**config.mk**
```make
export PLATFORM = sky130hd
export DESIGN_NAME = lab_func_seq
export DESIGN_NICKNAME = d
export VERILOG_FILES = /design/src/rtl/lab_func_pkg.sv /design/src/rtl/lab_func_lane.sv /design/src/rtl/lab_func_seq.sv
export SDC_FILE = /design/constraint.sdc
export NUM_CORES = 1
export LEC_CHECK = 0
export ABC_CLOCK_PERIOD_IN_PS = 3400
export BUFFER_PORTS_ARGS = -buffer_cell sky130_fd_sc_hd__clkbuf_2
export CAP_MARGIN = 30
export CORE_UTILIZATION = 57
export CTS_CLUSTER_DIAMETER = 40
export DETAILED_ROUTE_END_ITERATION = 8
export GPL_TIMING_DRIVEN = 1
export PLACE_DENSITY = 0.85
export SYNTH_ARGS = -nofsm -noshare
export SYNTH_HDL_FRONTEND = slang
export SYNTH_SLANG_ARGS = --single-unit
```
**constraint.sdc**
```tcl
create_clock -name clk -period 3.4 [get_ports clk]
set_input_delay 0.68 -clock clk [delete_from_list [all_inputs] [get_ports clk]]
set_output_delay 0.68 -clock clk [all_outputs]
set_load 0.02 [all_outputs]
```
**src/rtl/lab_func_pkg.sv**
```systemverilog
// Purpose: shared types for the sequential Boolean lab unit (function select, FSM states).
// Latency: n/a (types only).
// Backpressure: n/a (types only).
package lab_func_pkg;

   // Bitwise function applied lane by lane.
   typedef enum logic [1:0] {
      FUNC_AND  = 2'b00,
      FUNC_OR   = 2'b01,
      FUNC_XOR  = 2'b10,
      FUNC_NAND = 2'b11
   } func_sel_t;

   // Control FSM states of lab_func_seq.
   typedef enum logic [1:0] {
      IDLE = 2'b00,
      RUN  = 2'b01,
      DONE = 2'b10
   } state_t;

endpackage

```
**src/rtl/lab_func_lane.sv**
```systemverilog
// Purpose: combinational LANES-bit slice of the selected bitwise function.
// Latency: 0 cycles (pure combinational).
// Backpressure: none; the caller sequences the slices.
module lab_func_lane
   import lab_func_pkg::*;
#(
   parameter int LANES = 2
) (
   input  logic [LANES-1:0] a,
   input  logic [LANES-1:0] b,
   input  func_sel_t        sel,
   output logic [LANES-1:0] y
);

   // Apply the selected function to one slice of the operands.
   always_comb begin
      y = '0;
      unique case (sel)
         FUNC_AND:  y = a & b;
         FUNC_OR:   y = a | b;
         FUNC_XOR:  y = a ^ b;
         FUNC_NAND: y = ~(a & b);
         default:   y = '0;
      endcase
   end

endmodule

```
**src/rtl/lab_func_seq.sv**
```systemverilog
// Purpose: sequential bitwise AND/OR/XOR/NAND unit with sticky OR-accumulator; parity port when LAB_FUNC_PARITY_EN is defined.
// Latency: WIDTH/LANES cycles from acceptance to done_valid; one request per WIDTH/LANES+2 cycles.
// Backpressure: start_ready only in IDLE; result and done_valid held in DONE until done_ready.
module lab_func_seq
   import lab_func_pkg::*;
#(
   parameter int WIDTH = 8,
   parameter int LANES = 2
) (
   input  logic             clk,
   input  logic             rst,
   input  logic             start_valid,
   output logic             start_ready,
   input  logic [WIDTH-1:0] a,
   input  logic [WIDTH-1:0] b,
   input  logic [1:0]       sel,
   input  logic             clr,
   output logic             done_valid,
   input  logic             done_ready,
   output logic [WIDTH-1:0] f0,
   output logic [WIDTH-1:0] f1
`ifdef LAB_FUNC_PARITY_EN
   ,
   output logic             parity
`endif
);

   localparam int BEATS = WIDTH / LANES;
   localparam int CNT_W = (BEATS > 1) ? $clog2(BEATS) : 1;
   localparam logic [CNT_W-1:0] LAST_BEAT = CNT_W'(BEATS - 1);

   // Operands must split into whole beats.
   generate
      if ((LANES < 1) || (WIDTH % LANES != 0)) begin : g_bad_cfg
         $error("lab_func_seq: WIDTH (%0d) must be a multiple of LANES (%0d)", WIDTH, LANES);
      end
   endgenerate

   state_t           state;
   state_t           state_nxt;
   logic [WIDTH-1:0] a_q;
   logic [WIDTH-1:0] b_q;
   func_sel_t        sel_q;
   logic [CNT_W-1:0] cnt;
   logic [WIDTH-1:0] res_q;
   logic [WIDTH-1:0] res_full;
   logic [LANES-1:0] lane_a;
   logic [LANES-1:0] lane_b;
   logic [LANES-1:0] lane_y;
   logic             accept;
   logic             last_beat;

   // One shared lane evaluator, steered by the beat counter.
   assign lane_a = a_q[int'(cnt)*LANES +: LANES];
   assign lane_b = b_q[int'(cnt)*LANES +: LANES];

   lab_func_lane #(
      .LANES (LANES)
   ) u_lane (
      .a   (lane_a),
      .b   (lane_b),
      .sel (sel_q),
      .y   (lane_y)
   );

   // State register.
   always_ff @(posedge clk) begin
      if (rst) state <= IDLE;
      else     state <= state_nxt;
   end

   // Next-state and handshake decode; outputs depend only on the state register.
   always_comb begin
      state_nxt   = state;
      start_ready = 1'b0;
      done_valid  = 1'b0;
      accept      = 1'b0;
      last_beat   = 1'b0;
      unique case (state)
         IDLE: begin
            start_ready = 1'b1;
            accept      = start_valid;
            if (start_valid) state_nxt = RUN;
         end
         RUN: begin
            last_beat = (cnt == LAST_BEAT);
            if (cnt == LAST_BEAT) state_nxt = DONE;
         end
         DONE: begin
            done_valid = 1'b1;
            if (done_ready) state_nxt = IDLE;
         end
         default: state_nxt = IDLE;
      endcase
   end

   // Partial result with the current beat's slice merged in; complete on the last beat.
   always_comb begin
      res_full = res_q;
      res_full[int'(cnt)*LANES +: LANES] = lane_y;
   end

   // Operand latch and beat sequencing; later input changes are ignored.
   always_ff @(posedge clk) begin
      if (rst) begin
         a_q   <= '0;
         b_q   <= '0;
         sel_q <= FUNC_AND;
         cnt   <= '0;
         res_q <= '0;
      end else if (accept) begin
         a_q   <= a;
         b_q   <= b;
         sel_q <= func_sel_t'(sel);
         cnt   <= '0;
         res_q <= '0;
      end else if (state == RUN) begin
         res_q <= res_full;
         cnt   <= last_beat ? '0 : cnt + CNT_W'(1);
      end
   end

   // Published result and accumulator; clr in the completion cycle clears before OR-ing.
   always_ff @(posedge clk) begin
      if (rst) begin
         f0 <= '0;
         f1 <= '0;
      end else if (last_beat) begin
         f0 <= res_full;
         f1 <= (clr ? '0 : f1) | res_full;
      end else if (clr) begin
         f1 <= '0;
      end
   end

`ifdef LAB_FUNC_PARITY_EN
   // Parity tracks f0, updated in the same completion cycle.
   always_ff @(posedge clk) begin
      if (rst)            parity <= 1'b0;
      else if (last_beat) parity <= ^res_full;
   end
`endif

endmodule

```
== After elaboration in Yosys (flattened, before gate mapping) ==
Cells that the tools add are included.

* Shift operators: 4
* Add/subtract/negate cells: 2
* Bitwise operators: 5
* Eq/ne operators: 9
* Mux-type cells: 13
* Reduce and logical (&&, ||, !) cells: 4

{| class="wikitable"
|+ Operator list
! kind !! number
|-
| negator 3 -> 33 bit || 1
|-
| variable shift 2 x 33 -> 8 bit (first input constant) || 1
|-
| variable part select 2 x 33 -> 8 bit || 1
|-
| 2-to-1 mux 8 bit || 2
|-
| variable part select 8 x 4 -> 2 bit || 2
|-
| bitwise mux 8 bit || 1
|-
| == test 2 bit (second input constant) || 4
|-
| 2-to-1 mux 2 bit || 4
|-
| OR 8 bit || 1
|-
| one-hot mux 2 bit (4 select lines) || 1
|-
| != test 2 bit (second input constant) || 3
|-
| one-hot mux 2 bit (3 select lines) || 1
|-
| == test 2 x 1 -> 1 bit (second input constant) || 2
|-
| zero test 2 bit || 2
|-
| 2-to-1 mux 1 bit || 4
|-
| AND reduction 3 bit || 1
|-
| adder 2 x 1 -> 2 bit (second input constant) || 1
|-
| bitwise AND 2 bit || 1
|-
| NOT 2 bit || 1
|-
| OR 2 bit || 1
|-
| OR reduction 2 bit || 1
|-
| bitwise XOR 2 bit || 1
|}

* Register bits: 46
* Word-level logic and storage cells: 45

== Longest topological paths before layout ==
Gate-level depths: netlist of run 1.

* Depth in word-level cells: 8
* Depth in mapped cells: 8
* Mapped depth without buffers: 7

== Modules after synthesis ==
Synthesis of run 1 repeated with hierarchy kept, for this count alone.

* Cells, all modules: 255
* Area, all modules: 2265.9 µm²

{| class="wikitable"
|+ Modules (own cells, without submodules)
! module !! area each (µm²) !! cells each !! instances !! seq. area each (µm²)
|-
| lab_func_seq || 2138.3 || 241 || 1 || 920.9
|-
| lab_func_lane || 127.6 || 14 || 1 || 0.0
|}

== Worst setup path after synthesis of run 1 ==
No wires, ideal clock.

* Path kind: reg-to-reg
* Start: register cnt[0]
* End: register f0[0]
* Path slack: 1.380 ns
* Data arrival time: 1.897 ns
* Stages on the path, launching flop included: 9
* Setup time: 0.123 ns
* Required time: 3.277 ns
* Clock period less this slack: 2.020 ns
* Cells stage by stage: dfxtp_1 > buf_6 > mux4_2 > inv_1 > ha_1 > nor2b_1 > o21ai_2 > o21a_1 > o21ai_1

* Longest elaborated chain between the ends: 6
* Elaborated cells between the ends (all ways): 13
* Classes of those cells: add/sub: 1; eq/ne: 1; shift: 4; mux: 3; bitwise: 4

{| class="wikitable"
|+ RTL lines
! element !! RTL line !! RTL
|-
| start, declared || lab_func_seq.sv:44 || <nowiki>logic [CNT_W-1:0] cnt;</nowiki>
|-
| start signal, assigned || lab_func_seq.sv:119 || <nowiki>cnt <= last_beat ? '0 : cnt + CNT_W'(1);</nowiki>
|-
| variable part select 8 x 4 -> 2 bit (on tied branches) || lab_func_seq.sv:54, lab_func_seq.sv:55 ||
|-
| bitwise AND 2 bit || lab_func_lane.sv:19, lab_func_lane.sv:22 ||
|-
| NOT 2 bit || lab_func_lane.sv:22 || <nowiki>FUNC_NAND: y = ~(a & b);</nowiki>
|-
| one-hot mux 2 bit (4 select lines) || lab_func_lane.sv:18 || <nowiki>unique case (sel)</nowiki>
|-
| variable part select 2 x 33 -> 8 bit || lab_func_seq.sv:100 || <nowiki>res_full[int'(cnt)*LANES +: LANES] = lane_y;</nowiki>
|-
| bitwise mux 8 bit || lab_func_seq.sv:100 ||
|-
| end signal, assigned || lab_func_seq.sv:129 || <nowiki>f0 <= res_full;</nowiki>
|-
| end, declared || lab_func_seq.sv:20 || <nowiki>output logic [WIDTH-1:0] f0,</nowiki>
|}

Several ways; a longest one is shown, not always the timed one.
A chain may end at the register's enable or synchronous reset.

== Final worst setup path of run 1 ==
Same ends and word-level chain as after synthesis.

==> metrics.cfg, run 1 <==
[run_status]
outcome = finished, final reports clean

[synthesis]
synth_edf_count = 0
yosysWarnings = 0
ys_types = 34
synthCells = 237
syn_avg_cell_area_um2 = 9.12
syn_nets = 270
synth-seq-area-share_pct = 42.6
ys_async_sr_fraction_pct = 0
syn_area_um2 = 2160
ys_seq_elements = 46
synthFlopType = dfxtp_1

[clock_tree]
post_cts_buffers = 0
cts_root_buf = clkbuf_8
post_cts_resize_count = 0
htree_levels = 2
numCtsBuffers = 5
clock_latency_ns = 0.28
holdBufCountCts = 0
cts.sinks = 46
cts_tree = built
clk_pin_slew_ns = 0.08
cts_buffer_depth = 2

[detailed_routing]
first_pass_iters = 4
dr.first_iter.drc_count = 92
dr_total_vias = 1748
route.detailed.drc = 0
routed_wl_um = 4060
vias_per_cell = 5.43
ant_nets = 0
drt-wirelength-per-cell_um = 12.6

[finish]
antennaDiodeCount = 0
fin_cells = 322
final_cell_mix = nand2_1 (50), dfxtp_1 (46), clkbuf_2 (40), a21oi_1 (24)
finalNetCount = 306
fillers = 331
final_common_cell = nand2_1
final_layout_size_suffix_gt1_share_pct = 23.0
area_growth_pct = 12.3

[setup_path]
slowest_stage = dfxtp_1
crit_arrival_ns = 2.47
path_max_fanout = 11
slowest_delay_ns = 0.63
crit_family = flip-flops
required_ns = 3.57
r2r_slack_ns = 1.10
path_cells = mux4_2 > inv_1 > ha_1 > nor2b_1 > o21ai_2 > o21a_1 > o21ai_1
worstSetupPathType = reg -> reg
reg2regPathDepth = 7
reg2reg_to = f0[0]
critPathLaunchType = register
endpoint_kind = register
crit_buf_inv = 1
reg2reg_from = cnt[0]

[placed_design]
place_inst = 314
dp_hpwl_um = 3090
place.gp.congestion = 0.776
io_buffers = 40

[global_route]
first_global_vias = 1636
grt_pass1_wl_um = 7040
grt_max_degree = 31
grt_usage_pct = 22.0
antenna_found_initial = 0
grt_overflow = 0

[power]
seqPwrFrac_pct = 56.0
p_int_uw = 765
switchingPower_uw = 255
irDropWorstVdd_uv = 326
swShare_pct = 25.0
finalPower_uw = 1020
p_clk_share_pct = 32.3
pwr-share-comb_pct = 11.7
power.density_nw_per_um2 = 420
leakage_uw = 0.000964

[timing]
report.final.slew_viol_count = 0
skew_ns = 0.00597
fin_crit_sh_pct = 67.7
rsz0062_at_grt = no
setup_viol = 0
finalSetupTns_ns = 0
max_freq_mhz = 434
maxSlewHeadroom_pct = 57.4
final_hold_viol_count = 0
worstMarginPinSlew_ns = 0.639
fin_crit_ns = 2.30

[die]
rows = 22
die_w_um = 63.6
ios = 41
start_util_pct = 59.1
coreArea_um2 = 3660
die_y_um = 63.6
dieArea_um2 = 4040

[worst_hold_path]
worstHoldPathType = reg -> reg
min_to = b_q[7]
hold_path.startpoint = b_q[7]
hold_path_depth = 2

[job]
drv_cap = 0

[per-layer routing]
| layer | part of all wire, % | global-route usage, % |
|---|---|---|
| met5 | 0 | 0 |
| met4 | 0.44 | 4.83 |
| met3 | 4.4 | 5.25 |
| met2 | 49 | 39.1 |
| met1 | 46 | 26.5 |
[tightest hold or removal path, stage by stage, from the launching register on]
cell,delay (ns)
dfxtp_1,0.31
nand2_1,0.05
a21oi_1,0.05
[how the worst max path moves through the flow]
| stage | startpoint | to | slack, ns | depth (start not counted) |
|---|---|---|---|---|
| after global placement | rst | f0[1] | 1.12 | 4 |
| after global routing | cnt[0] | f1[2] | 0.87 | 7 |
| final | cnt[0] | f0[0] | 1.10 | 7 |
| after detailed placement | cnt[0] | f0[0] | 1.08 | 7 |
| after floorplan | cnt[0] | f0[0] | 1.38 | 8 |
| after CTS | cnt[0] | f0[0] | 1.08 | 7 |
[state kept, by name, indices dropped and copies added, names as in the netlist]
| register | flops |
|---|---|
| a_q | 8 |
| b_q | 8 |
| f0 | 8 |
| f1 | 8 |
| res_q | 8 |
| cnt | 2 |
| sel_q | 2 |
| state | 2 |
[final cells by class]
class / count / area, um2 / share of cell area (%)
clock inverter: 1 / 5.00 / 0.206
clock buffer: 7 / 86.3 / 3.55
tap: 48 / 60.1 / 2.47
timing repair buffer: 40 / 200 / 8.24
inverter: 7 / 28.8 / 1.18
sequential: 46 / 921 / 37.9
multi-input combinational: 173 / 1130 / 46.4
[per-stage QoR]
stage	area (um2)	utilization (%)	hold slack [ns]	setup WS, ns
3_5_place_dp	2340	63.8	0.446	1.08
4_1_cts	2430	66.3	0.458	1.08
5_1_grt	2430	66.3	0.475	0.868
2_1_floorplan	2160	-	0.433	1.38
3_3_place_gp	2340	63.8	0.439	1.12
6_report	2430	66.3	0.456	1.10
[power by group through the flow]
stage,sequential [uW],combinational [uW],clock (uW)
finish,571,119,330
floorplan,574,102,0
global placement,584,118,0
global route,574,137,364
detailed placement,584,120,0
CTS,572,121,336
[synthesized netlist by cell type, types with 3 or more instances]
cell | n | area, um2
a22oi_1 | 17 | 128
o21ai_1 | 17 | 85.1
ha_1 | 10 | 125
a32o_1 | 8 | 80.1
buf_4 | 3 | 22.5
nand2_1 | 50 | 188
nor2_1 | 9 | 33.8
dfxtp_1 | 46 | 921
a21oi_1 | 24 | 120
buf_6 | 4 | 45.0
inv_1 | 6 | 22.5
nor2b_1 | 11 | 68.8
mux4_2 | 4 | 90.1
[kinds of logic (layout without fill, tap and decap cells)]
kind of cell	after synthesis	after routing	synth area share [%]
and+or+nand+nor	84	84	20.1
AOI/OAI and AO/OA	75	75	22.1
DFF	46	46	42.6
buffers and inverters	18	55	5.27
adders and majority gates	10	10	5.79
muxes	4	4	4.17
Power figures use the tool's default switching activity.
==> run 2: changes to the inputs <==
ABC_AREA = 1   (was unset)
ABC_CLOCK_PERIOD_IN_PS = 2050   (was 3400)
CORE_UTILIZATION = 49   (was 57)
PLACE_DENSITY = 0.78   (was 0.85)
clock period = 2.05 ns   (was 3.4 ns; I/O delays follow)
==> metrics.cfg, run 2 <==
[worst_hold_path]
worstHoldPathType = in -> reg

[job]
drv_cap = 0  ; unchanged

[clock_tree]
cts.sinks = 46  ; unchanged
clock_latency_ns = 0.31  ; +0.03 ns
htree_levels = 2  ; unchanged
numCtsBuffers = 5  ; unchanged
cts_buffer_depth = 2  ; unchanged
clk_pin_slew_ns = 0.08  ; about the same
cts_tree = built
cts_root_buf = clkbuf_8

[global_route]
grt_usage_pct = 22.1  ; +0.16 points
grt_overflow = 0  ; unchanged
first_global_vias = 1745  ; +6.7%
grt_pass1_wl_um = 7510  ; +6.7%
grt_max_degree = 23  ; -26%
antenna_found_initial = 0  ; unchanged

[detailed_routing]
drt-wirelength-per-cell_um = 12.4  ; -1.3%
first_pass_iters = 5  ; +1
route.detailed.drc = 0  ; unchanged
vias_per_cell = 5.22  ; -3.8%
dr_total_vias = 2027  ; +16%
routed_wl_um = 4830  ; +19%
dr.first_iter.drc_count = 150  ; +63%
ant_nets = 0  ; unchanged

[run_status]
failed_checks = setup timing
outcome = finished with violations

[setup_path]
path_max_fanout = 7  ; -4
reg2regPathDepth = 13  ; +6
slowest_delay_ns = 0.41  ; -0.22 ns
required_ns = 2.23  ; -1.34 ns
critical_path_depth = 13  ; +6
endpoint_kind = register
path_cells = buf_6 > nand2_1 > a32oi_2 > inv_1 > ha_1 > nand3_1 > nand2_1 > nor2_1 > nor2_4 > nand4_1 > nand2_1 > nand2_1 > a21oi_1
r2r_slack_ns = -0.007  ; -1.11 ns
cp-endpoint = f1[7]
critPathLaunchType = register
slowest_stage = dfxtp_4
reg2reg_from = cnt[0]
startpoint = cnt[0]
crit_family = simple AND/OR/NAND/NOR gates
cpMostUsedCell = nand2_1
reg2reg_to = f1[7]
worstSetupPathType = reg -> reg
crit_buf_inv = 2  ; +1
crit_arrival_ns = 2.24  ; -0.23 ns

[synthesis]
synthCells = 289  ; +22%
synth_edf_count = 0  ; unchanged
synthFlopType = dfxtp_1
yosysWarnings = 0  ; unchanged
ys_seq_elements = 46  ; unchanged
yosysMostFrequentCell = nand2_1
ys_top_cells_by_area = dfxtp_1 (44%), nand2_1 (10%), a21oi_1 (8.4%)
syn_avg_cell_area_um2 = 7.25  ; -21%
syn_nets = 322  ; +19%
ys_async_sr_fraction_pct = 0  ; unchanged
synthAdderAreaFrac_pct = 5.97  ; +0.18 points
yosys.area.top_type_share_pct = 43.9  ; +1.3 points
yosysTopAreaCell = dfxtp_1
synth-xor-area-share_pct = 0  ; unchanged
syn_area_um2 = 2100  ; -3.1%
synth-seq-area-share_pct = 43.9  ; +1.3 points
synthMuxAreaShare_pct = 0  ; -4.2 points
synthSimpleGateAreaFrac_pct = 23.8  ; +3.7 points
synthTopCellsByCount = nand2_1 (58), dfxtp_1 (46), nor2_1 (46), a21oi_1 (35), o21ai_1 (26)
synth_compound_area_share_pct = 18.3  ; -3.8 points
ys_types = 22  ; -35%
synth_top_family_by_area = simple AND/OR/NAND/NOR gates

[timing]
maxSlewHeadroom_pct = 72.5  ; +15 points
whs_ns = 0.335  ; -0.121 ns
worst_slack_ns = -0.00746  ; -1.11 ns
worstMarginPinSlew_ns = 0.412  ; -0.227 ns
rsz0062_at_grt = yes
skew_ns = 0.00473  ; -0.00124 ns
setup_viol = 2  ; +2
max_freq_mhz = 486  ; +12%
report.final.slew_viol_count = 0  ; unchanged
fin_crit_sh_pct = 100  ; +33 points
fin_crit_ns = 2.06  ; -0.245 ns
finalSetupTns_ns = -0.0149  ; -0.0149 ns
final_hold_viol_count = 0  ; unchanged

[die]
die_y_um = 67.4  ; +6.0%
dieArea_um2 = 4540  ; +12%
start_util_pct = 51.6  ; -7.4 points
ios = 41  ; unchanged
coreArea_um2 = 4060  ; +11%
die_w_um = 67.4  ; +6.0%
rows = 23  ; +4.5%

[power]
switchingPower_uw = 524  ; +110%
swShare_pct = 27.0  ; +2.0 points
p_int_uw = 1420  ; +86%
power.density_nw_per_um2 = 754  ; +80%
pwr-share-comb_pct = 15.6  ; +3.9 points
irDropWorstVdd_uv = 500  ; +53%
leakage_uw = 0.00118  ; +22%
p_clk_share_pct = 34.3  ; +2.0 points
seqPwrFrac_pct = 50.0  ; -6.0 points

[finish]
area_growth_pct = 23.0
final_common_cell = nand2_1
final_layout_size_suffix_gt1_share_pct = 26.9  ; +3.9 points
final_cell_mix = nand2_1 (51), nor2_1 (45), dfxtp_1 (45), clkbuf_2 (40), a21oi_1 (33)
final_core_util_pct = 63.5  ; -2.8 points
finalNetCount = 370  ; +21%
antennaDiodeCount = 0  ; unchanged
finalInstanceArea_um2 = 2580  ; +6.1%

[placed_design]
dpl_worst_slack_ns = -0.0257  ; -1.11 ns
dp_hpwl_um = 3260  ; +5.2%
placed_area_um2 = 2360  ; +1.1%
io_buffers = 40  ; unchanged
place.gp.congestion = 0.879  ; +13%

run 2: cell count changes in the layout (fill, tap and decap cells not counted), moves of 9 or more:
| cell | change |
|---|---|
| nor2b_1 | -11 |
| a22oi_1 | -17 |
| a21oi_1 | +9 |
| inv_1 | +17 |
| buf_4 | +9 |
| nor2_1 | +36 |
| o21ai_1 | +9 |
run 2: cells by family (layout without fill, tap and decap cells):
kind of cell | count (synthesis) | after routing
buf+inv | 42 | 91
compound gates | 70 | 70
fa+ha+maj | 10 | 10
flops | 46 | 46
simple gates | 121 | 121
run 2: worst min path at each step:
stage	start	slack, ns	endpoint	cells past startpoint
after global routing	a[1]	0.36	a_q[1]	3
after floorplan	a_q[3]	0.45	a_q[3]	2
after CTS	b[3]	0.34	b_q[3]	3
final	b[3]	0.33	b_q[3]	3
after detailed placement	f0[6]	0.45	f0[6]	2
after global placement	f0[0]	0.45	f0[0]	2
run 2: area by class of cell:
cell class / instances / area (um2)
Clock buffer: 6 / 72.6
Fill cell: 352 / 1480
Timing Repair inverter: 1 / 7.51
Tap cell: 50 / 62.6
Inverter: 32 / 123
Sequential cell: 46 / 925
Clock inverter: 2 / 37.5
Timing Repair Buffer: 50 / 279
Multi-Input combinational cell: 201 / 1070
run 2: stage by stage:
stage,power [uW],instances
3_5_place_dp,1260,376
4_1_cts,1910,385
2_1_floorplan,1190,289
6_report,1940,388
3_3_place_gp,1250,376
5_1_grt,2030,388
run 2: worst min-delay path: stages:
cell,delay [ns]
clkbuf_2,0.07
o21ai_1,0.06
nor2_1,0.07
run 2: power groups by stage:
stage / clock network [uW] / registers, uW / logic, uW
after floorplan: 0 / 977 / 211
after global placement: 0 / 990 / 264
after detailed placement: 0 / 991 / 270
after CTS: 669 / 971 / 271
after global routing: 704 / 978 / 345
final: 667 / 973 / 304
run 2: routing by layer:
metal  routed length (um)  up-vias  track usage (%)  share of wire (%)
li1                     -     1031                -                  -
met1                 2260      910             30.4                 47
met2                 2110       72             31.5                 44
met3                  317       14             5.74                6.6
met4                  148        0             11.4                3.1
met5                    0        -                0                  0
run 2: timing repair:
action / 4_1_cts / 5_1_grt
pin swaps: 0 / 4
hold buffers: 0 / 0
gates cloned: 1 / 0
setup buffers: 0 / 3
setup endpoints to repair: 7 / 24
resized for setup: 1 / 21
==> run 3: changes to the inputs <==
ABC_AREA = unset   (was 1)
==> metrics.cfg, run 3 (same netlist as run 1, synthesis figures left out) <==
[die]
ios = 41  ; unchanged
start_util_pct = 52.5  ; +0.89 points
rows = 23  ; unchanged
die_y_um = 68.4  ; +1.5%
dieArea_um2 = 4680  ; +3.1%
coreArea_um2 = 4120  ; +1.4%
die_w_um = 68.4  ; +1.5%

[finish]
multi_input_area_um2 = 1140  ; +6.1%
antennaDiodeCount = 0  ; unchanged
regArea_um2 = 926  ; +0.14%
fillers = 367  ; +4.3%
finalNetCount = 318  ; -14%
finalInstanceArea_um2 = 2570  ; -0.15%
final_common_cell = nand2_1
final_core_util_pct = 62.5  ; -0.98 points
final_cell_mix = nand2_1 (50), dfxtp_1 (44), clkbuf_2 (40), a21oi_1 (24), a22oi_1 (17)
area_growth_pct = 19.0
final_layout_size_suffix_gt1_share_pct = 28.3  ; +1.4 points

[setup_path]
slowest_delay_ns = 0.54  ; +0.13 ns
r2r_slack_ns = 0.07  ; +0.07 ns
reg2regPathDepth = 7  ; -6
crit_arrival_ns = 2.17  ; -0.07 ns
reg2reg_to = f0[3]
reg2reg_from = cnt[0]
worstSetupPathType = reg -> reg
critPathLaunchType = register
path_max_fanout = 6  ; -1
required_ns = 2.24  ; about the same
slowest_stage = mux4_2
path_cells = mux4_2 > inv_2 > ha_1 > o211ai_1 > o21a_1 > buf_6 > o21ai_1
endpoint_kind = register

[timing]
whs_ns = 0.323  ; -0.0115 ns
setup_viol = 0  ; -2
worstMarginPinSlew_ns = 0.578  ; +0.165 ns
fin_crit_ns = 1.98  ; -0.0738 ns
worst_slack_ns = 0.0663  ; +0.0738 ns
maxSlewHeadroom_pct = 61.4  ; -11 points
final_hold_viol_count = 0  ; unchanged
report.final.slew_viol_count = 0  ; unchanged
skew_ns = 0.00159  ; -0.00314 ns
rsz0062_at_grt = yes
fin_crit_sh_pct = 96.8  ; -3.6 points
max_freq_mhz = 504  ; +3.7%

[worst_hold_path]
hold_path.startpoint = b[4]
worstHoldPathType = in -> reg
min_to = b_q[4]
hold_path_depth = 3  ; unchanged

[clock_tree]
clk_pin_slew_ns = 0.08  ; about the same
cts_root_buf = clkbuf_8
htree_levels = 2  ; unchanged
cts_buffer_depth = 2  ; unchanged
clock_latency_ns = 0.30  ; about the same
cts.sinks = 46  ; unchanged
post_cts_buffers = 0  ; unchanged
numCtsBuffers = 5  ; unchanged
cts_tree = built

[detailed_routing]
dr_total_vias = 1802  ; -11%
ant_nets = 0  ; unchanged
route.detailed.drc = 0  ; unchanged
dr.first_iter.drc_count = 80  ; -47%
vias_per_cell = 5.36  ; +2.7%
first_pass_iters = 4  ; -1
routed_wl_um = 4370  ; -9.5%
drt-wirelength-per-cell_um = 13.0  ; +4.5%

[global_route]
grt_usage_pct = 20.4  ; -1.8 points
antenna_found_initial = 0  ; unchanged
grt_overflow = 0  ; unchanged
grt_max_degree = 28  ; +22%
grt_pass1_wl_um = 6980  ; -7.0%
first_global_vias = 1600  ; -8.3%

[job]
drv_cap = 0  ; unchanged

[placed_design]
place.gp.congestion = 0.758  ; -14%
dpl_worst_slack_ns = -0.0487  ; -0.0230 ns
dp_hpwl_um = 3200  ; -1.8%
io_buffers = 40  ; unchanged
placed_area_um2 = 2440  ; +3.4%

[power]
leakage_uw = 0.00104  ; -12%
irDropWorstVdd_uv = 409  ; -18%
power.density_nw_per_um2 = 714  ; -5.3%

[run_status]
outcome = finished, final reports clean

run 3: cell types whose count changed in the layout (fill, tap and decap cells not counted), sizes merged, moves of 6 or more:
cell / before / now
inv: 31 / 7
nor2b: 0 / 11
nor2: 49 / 12
a21oi: 35 / 24
o21ai: 30 / 21
a22oi: 0 / 17
nand3: 6 / 0
a32o: 0 / 8
nand2: 61 / 52
run 3: worst max-delay path by stage:
stage,startpoint,endpoint,slack (ns)
3_3_place_gp,cnt[0],f1[0],-0.008
3_5_place_dp,cnt[0],f0[0],-0.05
2_1_floorplan,cnt[0],f0[0],0.03
6_report,cnt[0],f0[3],0.07
5_1_grt,cnt[0],f0[3],-0.05
4_1_cts,cnt[0],res_q[2],0.06
run 3: repair_timing:
action                                  4_1_cts  5_1_grt
hold buffers                                  0        0
gates resized for setup                       2        7
pin swaps                                     0        1
endpoints found under the setup margin       13        6
run 3: power breakdown:
part	total [uW]	internal [uW]	switching, uW
sequential	938	919	19.5
combinational	233	95.9	137
clock	666	364	303
run 3: metal layers:
metal	share of wire (%)	global-route usage [%]	vias to the layer above
li1	-	-	930
met1	48	24.9	826
met2	47	33.7	37
met3	3.5	5.00	9
met4	1.4	8.85	0
met5	0	0	-
run 3: worst max-delay path, delay by kind of cell (launching register included):
kind	cells	cell delay (ns)
adder cells (fa/ha/maj)	1	0.22
AO/OA/AOI/OAI	3	0.53
flip-flops	1	0.39
buffers and inverters	2	0.19
multiplexers	1	0.54
run 3: through the flow:
stage	setup TNS [ns]	power, uW	instances
floorplan	0	1120	237
global placement	-0.0377	1180	328
detailed placement	-0.280	1190	328
CTS	0	1850	336
global route	-0.428	1920	336
finish	0	1840	336
run 3: cell type report:
| type | count | share of cell area [%] |
|---|---|---|
| Multi-Input combinational cell | 173 | 44.1 |
| Tap cell | 50 | 2.43 |
| Inverter | 7 | 1.12 |
| Timing Repair Buffer | 52 | 12.1 |
| Clock inverter | 2 | 1.46 |
| Clock buffer | 6 | 2.82 |
| Sequential cell | 46 | 36.0 |
